--- src/rtl/apb_pkg.sv ---
// Shared types and defaults for the APB requester.
package apb_pkg;

    localparam int unsigned AWIDTH_DEF = 8;
    localparam int unsigned DWIDTH_DEF = 32;

    // Bus-side phase of the requester; 2'b11 is unused and falls back to IDLE.
    typedef enum logic [1:0] {
        IDLE   = 2'b00,
        SETUP  = 2'b01,
        ACCESS = 2'b10
    } apb_state_e;

    // Command as presented by system-side logic at the default widths.
    typedef struct packed {
        logic                  write;
        logic [AWIDTH_DEF-1:0] addr;
        logic [DWIDTH_DEF-1:0] wdata;
    } apb_cmd_t;

endpackage

--- src/rtl/apb_wait_timer.sv ---
// Saturating wait-state counter; expire flags the last allowed ACCESS cycle.
module apb_wait_timer #(
    parameter int unsigned TIMEOUT = 16
) (
    input  logic clk,
    input  logic rst,
    input  logic clr,
    input  logic en,
    output logic expire
);

    localparam int unsigned CW        = (TIMEOUT == 0) ? 1 : $clog2(TIMEOUT + 1);
    localparam int unsigned LIMIT_INT = (TIMEOUT == 0) ? 0 : TIMEOUT - 1;
    localparam logic [CW-1:0] LIMIT   = LIMIT_INT[CW-1:0];

    logic [CW-1:0] count;

    // Count stalled ACCESS cycles, holding at all-ones rather than wrapping.
    always_ff @(posedge clk or posedge rst) begin
        if (rst) begin
            count <= '0;
        end else if (clr) begin
            count <= '0;
        end else if (en && (count != '1)) begin
            count <= count + CW'(1);
        end
    end

    // TIMEOUT of 0 means wait forever.
    assign expire = (TIMEOUT != 0) && (count == LIMIT);

endmodule

--- src/rtl/apb_master.sv ---
// APB requester: turns valid/ready commands into SETUP/ACCESS transfers
// and returns one response pulse per command.
module apb_master
    import apb_pkg::*;
#(
    parameter int unsigned AWIDTH  = AWIDTH_DEF,
    parameter int unsigned DWIDTH  = DWIDTH_DEF,
    parameter int unsigned TIMEOUT = 16
) (
    input  logic              clk,
    input  logic              rst,
    input  logic              cmd_valid,
    output logic              cmd_ready,
    input  logic              cmd_write,
    input  logic [AWIDTH-1:0] cmd_addr,
    input  logic [DWIDTH-1:0] cmd_wdata,
    output logic              rsp_valid,
    output logic [DWIDTH-1:0] rsp_rdata,
    output logic              rsp_err,
    output logic              p_sel,
    output logic              p_en,
    output logic              p_write,
    output logic [AWIDTH-1:0] addr,
    output logic [DWIDTH-1:0] wdata,
    input  logic [DWIDTH-1:0] rdata,
    input  logic              p_ready
);

    apb_state_e        state, state_nxt;
    logic              p_sel_nxt, p_en_nxt, p_write_nxt;
    logic [AWIDTH-1:0] addr_nxt;
    logic [DWIDTH-1:0] wdata_nxt, rsp_rdata_nxt;
    logic              rsp_valid_nxt, rsp_err_nxt;
    logic              tmr_clr, tmr_en, tmr_expire;

    apb_wait_timer #(
        .TIMEOUT(TIMEOUT)
    ) u_timer (
        .clk   (clk),
        .rst   (rst),
        .clr   (tmr_clr),
        .en    (tmr_en),
        .expire(tmr_expire)
    );

    // Ready depends only on state so a consumer can't form a loop through cmd_valid.
    assign cmd_ready = (state == IDLE) && !rst;

    // Next-state and bus/response outputs; bus fields hold unless a command is taken.
    always_comb begin
        state_nxt     = state;
        p_sel_nxt     = p_sel;
        p_en_nxt      = p_en;
        p_write_nxt   = p_write;
        addr_nxt      = addr;
        wdata_nxt     = wdata;
        rsp_valid_nxt = 1'b0;
        rsp_err_nxt   = 1'b0;
        rsp_rdata_nxt = rsp_rdata;
        tmr_clr       = 1'b0;
        tmr_en        = 1'b0;
        case (state)
            IDLE: begin
                if (cmd_valid) begin
                    p_write_nxt = cmd_write;
                    addr_nxt    = cmd_addr;
                    wdata_nxt   = cmd_wdata;
                    p_sel_nxt   = 1'b1;
                    p_en_nxt    = 1'b0;
                    state_nxt   = SETUP;
                end
            end
            SETUP: begin
                p_en_nxt  = 1'b1;
                tmr_clr   = 1'b1;
                state_nxt = ACCESS;
            end
            ACCESS: begin
                if (p_ready) begin
                    p_sel_nxt     = 1'b0;
                    p_en_nxt      = 1'b0;
                    rsp_valid_nxt = 1'b1;
                    rsp_rdata_nxt = p_write ? '0 : rdata;
                    state_nxt     = IDLE;
                end else begin
                    tmr_en = 1'b1;
                    if (tmr_expire) begin
                        p_sel_nxt     = 1'b0;
                        p_en_nxt      = 1'b0;
                        rsp_valid_nxt = 1'b1;
                        rsp_err_nxt   = 1'b1;
                        rsp_rdata_nxt = '0;
                        state_nxt     = IDLE;
                    end
                end
            end
            default: begin
                p_sel_nxt = 1'b0;
                p_en_nxt  = 1'b0;
                tmr_clr   = 1'b1;
                state_nxt = IDLE;
            end
        endcase
    end

    // State and registered outputs; reset drops the bus immediately.
    always_ff @(posedge clk or posedge rst) begin
        if (rst) begin
            state     <= IDLE;
            p_sel     <= 1'b0;
            p_en      <= 1'b0;
            p_write   <= 1'b0;
            addr      <= '0;
            wdata     <= '0;
            rsp_valid <= 1'b0;
            rsp_err   <= 1'b0;
            rsp_rdata <= '0;
        end else begin
            state     <= state_nxt;
            p_sel     <= p_sel_nxt;
            p_en      <= p_en_nxt;
            p_write   <= p_write_nxt;
            addr      <= addr_nxt;
            wdata     <= wdata_nxt;
            rsp_valid <= rsp_valid_nxt;
            rsp_err   <= rsp_err_nxt;
            rsp_rdata <= rsp_rdata_nxt;
        end
    end

endmodule

--- config.mk ---
export PLATFORM = sky130hd
export DESIGN_NAME = apb_master
export DESIGN_NICKNAME = d
export VERILOG_FILES = /design/src/rtl/apb_pkg.sv /design/src/rtl/apb_wait_timer.sv /design/src/rtl/apb_master.sv
export SDC_FILE = /design/constraint.sdc
export NUM_CORES = 1
export LEC_CHECK = 0
export ABC_CLOCK_PERIOD_IN_PS = 3500
export CORE_AREA = 2 2 72 125
export DETAILED_ROUTE_END_ITERATION = 8
export DIE_AREA = 0 0 74 127
export PLACE_DENSITY = 0.88
export SLEW_MARGIN = 20
export SYNTH_ARGS = -nofsm -noshare
export SYNTH_HDL_FRONTEND = slang
export SYNTH_SLANG_ARGS = --single-unit
--- constraint.sdc ---
create_clock -name clk -period 3.5 [get_ports clk]
set_clock_uncertainty 0.05 [all_clocks]
set_input_delay 0.875 -clock clk [delete_from_list [all_inputs] [get_ports clk]]
set_output_delay 0.875 -clock clk [all_outputs]
set_load 0.01 [all_outputs]
=== Word-level counts from Yosys, hierarchy flattened ===
Cells that the tools add are included.

* Div/mod/pow operators: 0
* Add/subtract/negate cells: 1
* Shift-type cells: 0
* $mul: 0
* $lt $le $gt $ge: 0
* Reductions and logical operators: 10
* Multiplexer cells: 22
* Bitwise gates (word level): 1
* Equality and inequality tests: 7

{| class="wikitable"
|+ Operator list
! cell !! count
|-
| $mux 32 || 3
|-
| $mux 1 || 11
|-
| $mux 5 || 2
|-
| $mux 2 || 3
|-
| $pmux 1 s3 || 2
|-
| $pmux 2 s3 || 1
|-
| $reduce_and 2->1 || 3
|-
| $add 5x1->5 const B || 1
|-
| $eq 5x4->1 const B || 1
|-
| $ne 5x5->1 const B || 1
|-
| $ne 3x3->1 const B || 1
|-
| $reduce_and 3->1 || 1
|-
| $eq 2x1->1 const B || 1
|-
| $eq 2x2->1 const B || 1
|-
| $logic_and 1x1->1 || 2
|-
| $logic_not 2->1 || 1
|-
| $ne 2x1->1 const B || 1
|-
| $ne 2x2->1 const B || 1
|-
| $reduce_bool 2->1 || 1
|-
| $reduce_or 2->1 || 1
|-
| $logic_not 1->1 || 1
|-
| $not 1->1 || 1
|}

* Input bits: 77
* Bits in read-only memories: 0
* Memories kept: 0
* RAM bits: 0
* Output and inout bits: 78
* Latch bits: 0
* Register bits after elaboration: 84

=== Logic depth before layout (Yosys ltp) ===
* Depth in word-level cells: 5
* Mapped depth: 7

=== By module ===
A second synthesis with hierarchy kept.

* Cell total of the unflattened synthesis: 274
* Area total of the unflattened synthesis: 3,360.7 um^2

{| class="wikitable"
|+ By module, submodules not included
! module !! cells an instance !! times used !! area an instance (um^2) !! sequential area each (um^2)
|-
| apb_master || 249 || 1 || 3,084.2 || 1,951.9
|-
| apb_wait_timer || 25 || 1 || 276.5 || 125.1
|}

=== Worst setup path after synthesis ===
No wires, ideal clock.

* Path kind: input to output
* Start point: input port rst
* End point: output port cmd_ready
* Buffers on the path: 0
* Setup slack: 1.441 ns
* Arrival: 1.134 ns
* Stages: 1
* Path through: nor3_1

* Longest elaborated chain between the ends: 2

{| class="wikitable"
|+ Ends and longest elaborated chain
! item !! line !! text
|-
| start, declared || apb_master.sv:11 || <nowiki>input logic rst,</nowiki>
|-
| $logic_not 1->1 (no line) || - ||
|-
| $logic_and 1x1->1 || apb_master.sv:47 || <nowiki>assign cmd_ready = (state == IDLE) && !rst;</nowiki>
|-
| end, declared || apb_master.sv:13 || <nowiki>output logic cmd_ready,</nowiki>
|}

Every way passes these cells.

=== Worst setup path in the final report ===
Ends and elaborated chain as after synthesis.

==> flow_summary.yaml <==
synthesis:
  synthFlopType: "dfrtp_1"
  postSynthCellCount: 277
  yosysUniqueCellTypes: 30
  synthesis.nets: 357
  netlist_area_um2: 3370
  synth_edf_count: 0
  async_reset_ff_share_pct: 100
  yosysWarnings: 0
  synth-seq-cells: 84
  ys_seq_area_share_pct: 62.4
  avgSynthCellArea_um2: 12.2
cts:
  cts_resized: 0
  post_cts_buffers: 0
  insertion_delay_ns: 0.33
  cts_hold_buf: 0
  cts_htree_levels: 3
  clock-root-buffer: "clkbuf_16"
  cts.sinks: 84
  clock_path_buffers: 2
  cts_tree: "done"
  clk_pin_slew_ns: 0.05
  cts_buffers: 9
sta:
  rsz0062_at_grt: "no"
  slew_violations: 0
  setup_violations: 0
  holdWs_ns: 0.452
  min_period_ns: 2.98
  worstMarginPinSlew_ns: 0.929
  finalSetupTns_ns: 0
  hold_viol_final: 0
  relSlewSlack_pct: 38.0
  setup_slack_ns: 0.515
  fin_crit_sh_pct: 85.3
  fmax_mhz: 335
floorplan:
  start_util_pct: 40.5
  dieArea_um2: 9400
  dieHeight_um: 127
  io_pins: 155
  rows: 44
  core_area_um2: 8310
  fp.dieW_um: 74
grt:
  track_usage_pct: 19.6
  grt_max_degree: 53
  grt_antenna_before_repair: 0
  grt_pass1_vias: 2788
  grt.overflow.total: 0
  grt_pass1_wl_um: 13900
detailed_routing:
  drtIter0Drc: 165
  dr_wl_met3_um: 409
  dr.max_layer_used: "met4"
  ant_nets: 0
  drc_errors: 0
  routed_wl_um: 8840
  met1Wirelength_um: 3260
  viasPerCell: 4.91
  met2_length_um: 4750
  wl_per_cell_um: 16.1
  vias: 2691
  dr.pass1.iters: 4
cells_and_area:
  register_area_um2: 2100
  fin_cells: 548
  drive_gt1_share_pct: 15.7
  antenna-diode-count: 0
  area_delta_synth_final_pct: 58.2
  multiInputGateArea_um2: 1160
  fin_nets: 508
  final_common_cell: "clkdlybuf4s50_1"
  nFillCells: 672
  final_util_pct: 64.1
  layout_common_cells: "clkdlybuf4s50_1 (154), dfrtp_1 (84), o21ai_0 (57), mux2_2 (42), nand2_1 (34)"
  finalInstanceArea_um2: 5330
worst_setup_path:
  cp.arrival_ns: 2.06
  rrSetupSlack_ns: 0.99
  critPathBufInv: 2
  crit_slowest_cell: "clkdlybuf4s50_1"
  cp.depth: 3
  critical_path_peak_fanout: 2
  critical_path.top_delay_family: "buffers and inverters"
  worstSetupStartpoint: "rst"
  r2r_end: "rsp_rdata[4]"
  path_class: "input port to output port"
  reg2regPathDepth: 3
  start_kind: "input port"
  crit_chain: "clkdlybuf4s50_1 -> nor3_1 -> clkdlybuf4s50_1"
  r2r_start: "state[0]"
  crit_path_frequent_cell: "clkdlybuf4s50_1"
  worst_ep_required_time_ns: 2.57
  cp-end-kind: "output port"
  critPathMaxStageDelay_ns: 0.57
placement:
  port_buffers: 154
  dp.cells: 532
  place_congestion: 0.791
  hpwl_um: 6430
  placed_cell_area_um2: 5020
  pre_cts_slack_ns: 0.484
worst_hold_path:
  hold_start: "u_timer.count[2]"
  hold_depth: 1
  hold_path_class: "register to register"
  hold_path_end: "u_timer.count[2]"
job:
  maxCapViolCount: 0
power_and_ir_drop:
  power_mw: 4.65
  power_leakage_nw: 2.20
  ir_drop_v: 0.000349
  powerDensity_nw_per_um2: 873
run_status:
  outcome: "finished, final reports clean"
how the worst max path moves through the flow:
stage                            to
after floorplan             addr[0]
after global placement    cmd_ready
after detailed placement  cmd_ready
after CTS                 cmd_ready
after global routing      cmd_ready
final                     cmd_ready
synth_stat cells, drive strengths merged (2+ instances only):
| library cell | count | area (um2) |
|---|---|---|
| inv | 5 | 18.8 |
| buf | 9 | 47.6 |
| clkbuf | 10 | 40.0 |
| o31ai | 2 | 15.0 |
| nor2 | 3 | 11.3 |
| o21ai | 65 | 325 |
| mux2 | 43 | 484 |
| nand2b | 4 | 27.5 |
| dfrtp | 84 | 2100 |
| nand2 | 34 | 128 |
| nor3 | 2 | 21.3 |
| ha | 3 | 37.5 |
| nor2b | 2 | 12.5 |
flip-flops by register name, summed over array words and instances (netlist names):
name	flops
rsp_valid	1
wdata	32
p_sel	1
p_write	1
u_timer.count	5
addr	8
rsp_rdata	32
rsp_err	1
p_en	1
state	2
logic make-up (layout without fill, tap and decap cells):
group | count (synthesis) | count (layout) | synth area share (%)
simple gates | 51 | 51 | 7.66
fa+ha+maj | 3 | 3 | 1.11
mux | 44 | 44 | 14.7
compound gates | 71 | 71 | 11.0
buf+inv | 24 | 180 | 3.16
flops | 84 | 84 | 62.4
cell type report:
type / instances / area share [%]
multi-input combinational: 169 / 21.9
tap: 115 / 2.70
sequential: 84 / 39.5
timing repair buffer: 159 / 29.9
clock inverter: 4 / 0.893
clock buffer: 12 / 4.82
inverter: 5 / 0.376
where the power goes:
| part | total (mW) | internal [mW] | switching, mW |
|---|---|---|---|
| Sequential | 1.70 | 1.43 | 0.269 |
| Clock | 0.951 | 0.589 | 0.362 |
| Combinational | 2.00 | 1.18 | 0.816 |
| Total | 4.65 | 3.20 | 1.45 |
worst reg2reg max path: cells and delay by family, from the launching register on:
family / cells / cell delay [ns]
AO/OA/AOI/OAI: 1 / 0.23
flip-flops: 1 / 0.65
AND/OR/NAND/NOR: 2 / 1.41
layer usage:
layer	vias up	global-route usage, %
li1	1254	-
met1	1316	22.3
met2	93	32.9
met3	28	3.79
met4	0	12.1
met5	-	0
No activity file was read; power rests on OpenSTA's default activity.
